## src/rtl/alu_wb_stage.sv

```systemverilog
// ALU writeback stage: 8x16 register file fed through a 2-entry in-order write
// queue, with operand forwarding from queued entries and registered status flags.
module alu_wb_stage (
   input  logic        clk,
   input  logic        reset,
   input  logic        In_Valid,
   output logic        In_Ready,
   input  logic [15:0] Y,
   input  logic        N,
   input  logic        Z,
   input  logic        C,
   input  logic        W_En,
   input  logic [2:0]  W_Adr,
   input  logic        Flag_Ld,
   input  logic        Wb_Stall,
   input  logic [2:0]  R_Adr,
   input  logic [2:0]  S_Adr,
   output logic [15:0] Reg_R,
   output logic [15:0] Reg_S,
   output logic        N_Flag,
   output logic        Z_Flag,
   output logic        C_Flag,
   output logic [1:0]  Pending
);

   logic [15:0] r_regs [0:7];
   logic [2:0]  r_q0_adr;
   logic [15:0] r_q0_data;
   logic [2:0]  r_q1_adr;
   logic [15:0] r_q1_data;
   logic [1:0]  r_pending;
   logic        r_n_flag;
   logic        r_z_flag;
   logic        r_c_flag;

   logic        w_accept;
   logic        w_enq;
   logic        w_drain;
   logic [1:0]  w_base;
   logic [1:0]  w_pending_nxt;
   logic [2:0]  w_sh0_adr;
   logic [15:0] w_sh0_data;
   logic [2:0]  w_q0_adr_nxt;
   logic [15:0] w_q0_data_nxt;
   logic [2:0]  w_q1_adr_nxt;
   logic [15:0] w_q1_data_nxt;

   assign In_Ready = (r_pending < 2'd2) && !reset;
   assign w_accept = In_Valid && In_Ready;
   assign w_enq    = w_accept && W_En;
   assign w_drain  = (r_pending != 2'd0) && !Wb_Stall;

   // Occupancy after the head pops; the new entry lands in that slot.
   assign w_base        = w_drain ? (r_pending - 2'd1) : r_pending;
   assign w_pending_nxt = w_base + {1'b0, w_enq};

   assign w_sh0_adr     = w_drain ? r_q1_adr  : r_q0_adr;
   assign w_sh0_data    = w_drain ? r_q1_data : r_q0_data;
   assign w_q0_adr_nxt  = (w_enq && (w_base == 2'd0)) ? W_Adr : w_sh0_adr;
   assign w_q0_data_nxt = (w_enq && (w_base == 2'd0)) ? Y     : w_sh0_data;
   assign w_q1_adr_nxt  = (w_enq && (w_base == 2'd1)) ? W_Adr : r_q1_adr;
   assign w_q1_data_nxt = (w_enq && (w_base == 2'd1)) ? Y     : r_q1_data;

   // Youngest matching queued entry wins over the register file.
   assign Reg_R = ((r_pending == 2'd2) && (r_q1_adr == R_Adr)) ? r_q1_data :
                  ((r_pending != 2'd0) && (r_q0_adr == R_Adr)) ? r_q0_data :
                  r_regs[R_Adr];
   assign Reg_S = ((r_pending == 2'd2) && (r_q1_adr == S_Adr)) ? r_q1_data :
                  ((r_pending != 2'd0) && (r_q0_adr == S_Adr)) ? r_q0_data :
                  r_regs[S_Adr];

   assign Pending = r_pending;
   assign N_Flag  = r_n_flag;
   assign Z_Flag  = r_z_flag;
   assign C_Flag  = r_c_flag;

   // Register file, write queue and flag state.
   always_ff @(posedge clk) begin
      if (reset) begin
         for (int i = 0; i < 8; i++) begin
            r_regs[i] <= 16'h0000;
         end
         r_q0_adr  <= 3'd0;
         r_q0_data <= 16'h0000;
         r_q1_adr  <= 3'd0;
         r_q1_data <= 16'h0000;
         r_pending <= 2'd0;
         r_n_flag  <= 1'b0;
         r_z_flag  <= 1'b0;
         r_c_flag  <= 1'b0;
      end else begin
         if (w_drain) begin
            r_regs[r_q0_adr] <= r_q0_data;
         end
         r_q0_adr  <= w_q0_adr_nxt;
         r_q0_data <= w_q0_data_nxt;
         r_q1_adr  <= w_q1_adr_nxt;
         r_q1_data <= w_q1_data_nxt;
         r_pending <= w_pending_nxt;
         if (w_accept && Flag_Ld) begin
            r_n_flag <= N;
            r_z_flag <= Z;
            r_c_flag <= C;
         end
      end
   end

endmodule

```

## config.mk

```make
export PLATFORM = sky130hd
export DESIGN_NAME = alu_wb_stage
export DESIGN_NICKNAME = d
export VERILOG_FILES = /design/src/rtl/alu_wb_stage.sv
export SDC_FILE = /design/constraint.sdc
export NUM_CORES = 1
export LEC_CHECK = 0
export ABC_AREA = 1
export CAP_MARGIN = 20
export CORE_ASPECT_RATIO = 0.8
export CORE_MARGIN = 2
export CORE_UTILIZATION = 40
export DETAILED_ROUTE_END_ITERATION = 10
export GPL_TIMING_DRIVEN = 0
export PLACE_DENSITY = 0.65
export SETUP_SLACK_MARGIN = 0.5
export SLEW_MARGIN = 20
export SYNTH_ARGS = -nofsm -noshare
export SYNTH_HDL_FRONTEND = slang
export SYNTH_SLANG_ARGS = --single-unit
```

## constraint.sdc

```tcl
create_clock -name clk -period 4.28 [get_ports clk]
set_input_delay 0.856 -clock clk [delete_from_list [all_inputs] [get_ports clk]]
set_output_delay 0.856 -clock clk [all_outputs]
set_load 0.02 [all_outputs]
```

==> results of run 1 <==
metal layers:
metal | share of wire | vias to the layer above | routed length, µm | GRT usage
li1 | - | 4683 | - | -
met2 | 0.42 | 601 | 15200 | 0.399
met3 | 0.12 | 57 | 4300 | 0.0686
met4 | 0.019 | 0 | 671 | 0.0710
met5 | 0 | - | 0 | 0
met1 | 0.44 | 4694 | 16000 | 0.406
flip-flops by register name, summed over array words and instances (netlist names):
| register | cells |
|---|---|
| N_Flag | 1 |
| r_q0_data | 16 |
| Pending | 2 |
| Z_Flag | 1 |
| r_q1_adr | 3 |
| C_Flag | 1 |
| r_q0_adr | 3 |
| r_regs | 128 |
| r_q1_data | 16 |
path summary, 6_finish.rpt:
| kind | start | end | slack [ps] | cells past startpoint |
|---|---|---|---|---|
| hold reg to reg | N_Flag | N_Flag | 450 | 2 |
| setup / recovery | R_Adr[1] | Reg_R[8] | 520 | 9 |
| hold / removal | N_Flag | N_Flag | 450 | 2 |
| setup reg to reg | Pending[1] | r_regs[0][5] | 1330 | 8 |
power breakdown:
group | switching [mW] | internal [mW]
Clock | 0.678 | 1.03
Sequential | 0.0769 | 1.88
Combinational | 0.805 | 0.353
cell usage after synthesis (all sizes together):
cell / number / area (µm²)
xor2: 2 / 17.5
dfxtp: 43 / 861
inv: 178 / 671
nand2: 383 / 1480
a21oi: 80 / 419
nor2: 164 / 671
nand3: 265 / 1350
o21ai: 64 / 320
ha: 3 / 37.5
buf: 65 / 393
clkinv: 5 / 18.8
or2: 1 / 6.26
edfxtp: 128 / 3840
clkbuf: 22 / 82.6
final cells by class:
type	count	area, µm²	area share
well taps	324	405	0.0340
multi-input cells	962	4310	0.362
inverters	183	698	0.0586
plain buffers	87	542	0.0455
repair buffers	67	632	0.0530
clock inverters	13	200	0.0168
clock buffers	17	425	0.0357
flip-flops and latches	171	4700	0.395
cell families (layout without fill, tap and decap cells):
| logic type | count (synthesis) | in the layout |
|---|---|---|
| flops | 171 | 171 |
| buf+inv | 270 | 367 |
| fa+ha+maj | 3 | 3 |
| simple gates | 813 | 813 |
| compound gates | 144 | 144 |
| xor+xnor | 2 | 2 |
what timing repair did:
action,in CTS,in global routing
setup endpoints to repair,32,14
pin swaps,0,1
resized for setup,55,24
stage by stage:
step                      setup WS (ps)  area [µm²]  hold WS, ps  setup TNS (ps)
after global routing                506       11900          472               0
after global placement            -64.5       11200          433            -214
after floorplan                    1450       10200          450               0
after CTS                           504       11900          452               0
final                               521       11900          450               0
after detailed placement          -58.6       11200          442            -189
tightest hold or removal path, cell delays in order (launching register included):
cell and delay (ps):
dfxtp_1 310, inv_1 50, a21oi_1 50
==> results.py, run 1 <==
metrics = {
    "status": {
        "outcome": "complete, no violations",
    },
    "route": {
        "vias": 10035,
        "wl_mm": 36.2,
        "routedWlPerCell_um": 19.8,
        "drc_errors": 0,
        "via_per_inst": 5.50,
        "drtAntennaViolNets": 0,
        "drtIter0Drc": 1435,
        "first_pass_iters": 6,
    },
    "die": {
        "core_area_um2": 25100,
        "top_level_ports": 72,
        "dieHeight_um": 147,
        "die_x_um": 182,
        "rows": 52,
        "start_util": 0.405,
        "die_area_um2": 26700,
    },
    "sta": {
        "worstMarginPinSlew_ps": 984,
        "rsz0062_at_grt": "false",
        "slew_violations": 0,
        "fin_skew_ps": 9.79,
        "hold_viol_final": 0,
        "min_period_ps": 3760,
        "fmax_ghz": 0.266,
        "period_share": 0.878,
        "setup_viol": 0,
        "slew_headroom": 0.342,
    },
    "final_layout": {
        "fin_util": 0.474,
        "final_cell_mix": "nand2_1 (367), nand3_1 (262), inv_1 (167)",
        "n_fill_cell": 2486,
        "layout-drive-gt1-share": 0.0980,
        "instances_no_fill": 1824,
        "n_antenna_cell": 0,
        "final_common_cell": "nand2_1",
        "nets": 1526,
        "area_delta_synth_final_pct": 17.2,
    },
    "placed_design": {
        "gp_congestion": 0.956,
        "dp.cells": 1794,
        "dp_hpwl_mm": 27.1,
        "io_buffers": 67,
    },
    "synth": {
        "synth_seq_cells": 171,
        "yosys.area_share.simple": 0.345,
        "synth.area.mux_share": 0,
        "synthAdderAreaFrac": 0.00369,
        "synth_nets": 1440,
        "ys.warnings.count": 0,
        "synth_top_family_by_area": "simple AND/OR/NAND/NOR gates",
        "synth-seq-area-share": 0.463,
        "synth-compound-area-share": 0.0727,
        "synthXorXnorAreaFrac": 0.00172,
        "avgSynthCellArea_um2": 7.25,
        "ys_types": 27,
        "synth_area_um2": 10200,
        "syn-instance-count": 1403,
    },
    "cts": {
        "cts_hold_buf": 0,
        "clk_pin_slew_ps": 60,
        "tritoncts": "done",
        "cts_buffer_depth": 2,
        "cts_root_buf": "clkbuf_16",
        "post_cts_buffers": 0,
        "clock-sinks": 171,
        "cts_buffers": 17,
        "htreeDepth": 4,
        "clk_latency_ps": 440,
    },
    "power": {
        "power_density_nw_per_um2": 404,
        "power_mw": 4.81,
        "leakage_nw": 5.08,
        "ir_worst_vdd_uv": 278,
    },
    "hold_path": {
        "hold_path_class": "reg -> reg",
    },
    "worst_setup_path": {
        "worstSetupEndpointType": "output port",
        "path_delay_family": "buffers and inverters",
        "cpPeakStageDelay_ps": 590,
        "critPathKind": "in -> out",
        "startpoint_type": "primary input",
        "cp_slowest_cell": "clkbuf_1",
        "crit_fanout": 10,
        "required_ps": 3420,
        "crit_chain": "buf_4, inv_2, clkbuf_1, nand3_1, nand3_1, nand3_1, nand3_1, nand2_1, clkdlybuf4s50_1",
        "critPathBufInv": 4,
        "worstPathArrival_ps": 2900,
        "crit_top_cell": "nand3_1",
    },
    "global_route": {
        "overflow": 0,
        "antenna_found_initial": 0,
        "grt_max_degree": 17,
        "first_global_vias": 9362,
        "grt_use_total": 0.274,
        "grt_pass1_wl_mm": 54.8,
    },
    "flow_run": {
        "drv_cap": 0,
    },
}
No activity file was read; power rests on OpenSTA's default activity.
==> run 2: changes to the inputs <==
--- a/config.mk
+++ b/config.mk
@@ -6,7 +6,7 @@
 export NUM_CORES = 1
 export LEC_CHECK = 0
 export ABC_AREA = 1
-export CAP_MARGIN = 20
+export CAP_MARGIN = 15
 export CORE_ASPECT_RATIO = 0.8
 export CORE_MARGIN = 2
 export CORE_UTILIZATION = 40
==> results of run 2 <==
Final layout, timing and power as in run 1 (identical DEF).
==> run 3: changes to the inputs <==
--- a/config.mk
+++ b/config.mk
@@ -14,6 +14,7 @@
 export GPL_TIMING_DRIVEN = 0
 export PLACE_DENSITY = 0.65
 export SETUP_SLACK_MARGIN = 0.5
+export SKIP_CTS_REPAIR_TIMING = 1
 export SLEW_MARGIN = 20
 export SYNTH_ARGS = -nofsm -noshare
 export SYNTH_HDL_FRONTEND = slang
==> results.py, run 3 (synthesized netlist as in run 1, its figures left out) <==
metrics = {
    "global_route": {
        "grt_use_met1": 0.405,
        "first_global_vias": 9338,
        "grt_use_met3": 0.0681,
        "antenna_found_initial": 0,
        "busiest_layer": "met1",
        "global_route.usage.met2": 0.397,
        "grt_use_total": 0.273,
        "grt_pass1_wl_mm": 54.7,
        "grt_max_degree": 17,
        "overflow": 0,
    },
    "cts": {
        "cts_root_buf": "clkbuf_16",
        "htreeDepth": 4,
        "cts_buffers": 17,
        "clk_pin_slew_ps": 60,
        "clk_latency_ps": 450,
        "tritoncts": "done",
        "cts_buffer_depth": 2,
        "clock-sinks": 171,
    },
    "final_layout": {
        "reg_top3": "r_regs x128, r_q0_data x16, r_q1_data x16",
        "final_cell_mix": "nand2_1 (367), nand3_1 (262), inv_1 (168)",
        "nets": 1527,
        "final_common_cell": "nand2_1",
        "n_antenna_cell": 0,
        "instances_no_fill": 1825,
        "n_fill_cell": 2463,
        "layout-drive-gt1-share": 0.0946,
        "area_delta_synth_final_pct": 18.0,
        "fin_util": 0.478,
        "top_register": "r_regs",
        "largest_reg_flops": 128,
    },
    "worst_setup_path": {
        "cp_num_cells": 8,
        "crit_chain": "clkdlybuf4s50_1, clkbuf_4, buf_2, nand3_1, nand3_1, nand3_1, a21oi_1, clkdlybuf4s50_1",
        "cpPeakStageDelay_ps": 610,
        "crit_top_cell": "nand3_1",
        "r2r_slack_ps": 1330,
        "crit_fanout": 10,
        "cp_slowest_cell": "clkdlybuf4s50_1",
        "worstSetupEndpointType": "output port",
        "critPathBufInv": 4,
        "cp-startpoint": "S_Adr[1]",
        "startpoint_type": "primary input",
        "worstReg2RegStart": "Pending[1]",
        "critPathKind": "in -> out",
        "reg2reg_depth": 8,
        "path_delay_family": "buffers and inverters",
        "r2r-end": "r_regs[0][5]",
        "required_ps": 3420,
        "worstPathArrival_ps": 3140,
        "crit_end": "Reg_S[13]",
    },
    "placed_design": {
        "dp.cells": 1794,
        "dp_hpwl_mm": 27.1,
        "io_buffers": 67,
        "gp_congestion": 0.956,
    },
    "die": {
        "dieHeight_um": 147,
        "core_area_um2": 25100,
        "top_level_ports": 72,
        "die_x_um": 182,
        "rows": 52,
        "die_area_um2": 26700,
        "start_util": 0.405,
    },
    "power": {
        "power_density_nw_per_um2": 403,
        "leakage_nw": 5.22,
        "ir_worst_vdd_uv": 280,
        "power_mw": 4.84,
    },
    "route": {
        "wl_mm": 36.3,
        "drtAntennaViolNets": 0,
        "drtIter0Drc": 1472,
        "first_pass_iters": 6,
        "via_per_inst": 5.52,
        "vias": 10069,
        "drc_errors": 0,
        "routedWlPerCell_um": 19.9,
    },
    "sta": {
        "setup_viol": 0,
        "hold_viol_final": 0,
        "rsz0062_at_grt": "true",
        "fmax_ghz": 0.250,
        "worstMarginPinSlew_ps": 951,
        "fin_skew_ps": 10.1,
        "slew_headroom": 0.364,
        "min_period_ps": 3990,
        "slew_violations": 0,
        "period_share": 0.933,
    },
    "flow_run": {
        "drv_cap": 0,
    },
    "hold_path": {
        "hold_start": "N_Flag",
        "hold_path_class": "reg -> reg",
    },
    "status": {
        "outcome": "complete, no violations",
    },
}
==> run 3: tightest hold or removal path, delay by kind of cell (launching register included) <==
kind	cells	cell delay [ps]
buf+inv	1	50
flops	1	310
compound gates	1	50
==> run 3: final cells by class <==
type,count,area (µm²),area share
Buffer,87,533,0.0444
Inverter,183,693,0.0577
Tap cell,324,405,0.0338
Clock inverter,13,200,0.0167
Sequential cell,171,4700,0.392
Multi-Input combinational cell,962,4300,0.358
Clock buffer,17,425,0.0354
Timing Repair Buffer,68,741,0.0617
==> run 3: how the worst min path moves through the flow <==
| stage | endpoint | slack, ps | cells after the start |
|---|---|---|---|
| 4_1_cts | N_Flag | 450 | 2 |
| 5_1_grt | Z_Flag | 470 | 2 |
| 6_report | N_Flag | 450 | 2 |
| 2_1_floorplan | r_q1_data[0] | 450 | 2 |
| 3_3_place_gp | N_Flag | 430 | 2 |
| 3_5_place_dp | C_Flag | 440 | 2 |
==> run 3: stage by stage <==
step	setup TNS (ps)	cell area (µm²)	hold slack (ps)	worst slack (ps)
finish	0	12000	450	288
global route	0	12000	472	207
CTS	-234	11900	452	-70.7
detailed placement	-189	11200	442	-58.6
global placement	-214	11200	433	-64.5
floorplan	0	10200	450	1450
==> run 3: report_power, final <==
| part | leakage, nW | switching (mW) | internal, mW |
|---|---|---|---|
| sequential | 1.67 | 0.0764 | 1.88 |
| clock | 0.302 | 0.677 | 1.03 |
| combinational | 3.25 | 0.807 | 0.376 |
==> run 3: layer usage <==
layer	vias up	part of all wire	routed length, µm
met1	4743	0.44	16100
met2	576	0.42	15300
met4	0	0.018	665
met5	-	0	0
li1	4692	-	-
met3	58	0.12	4180
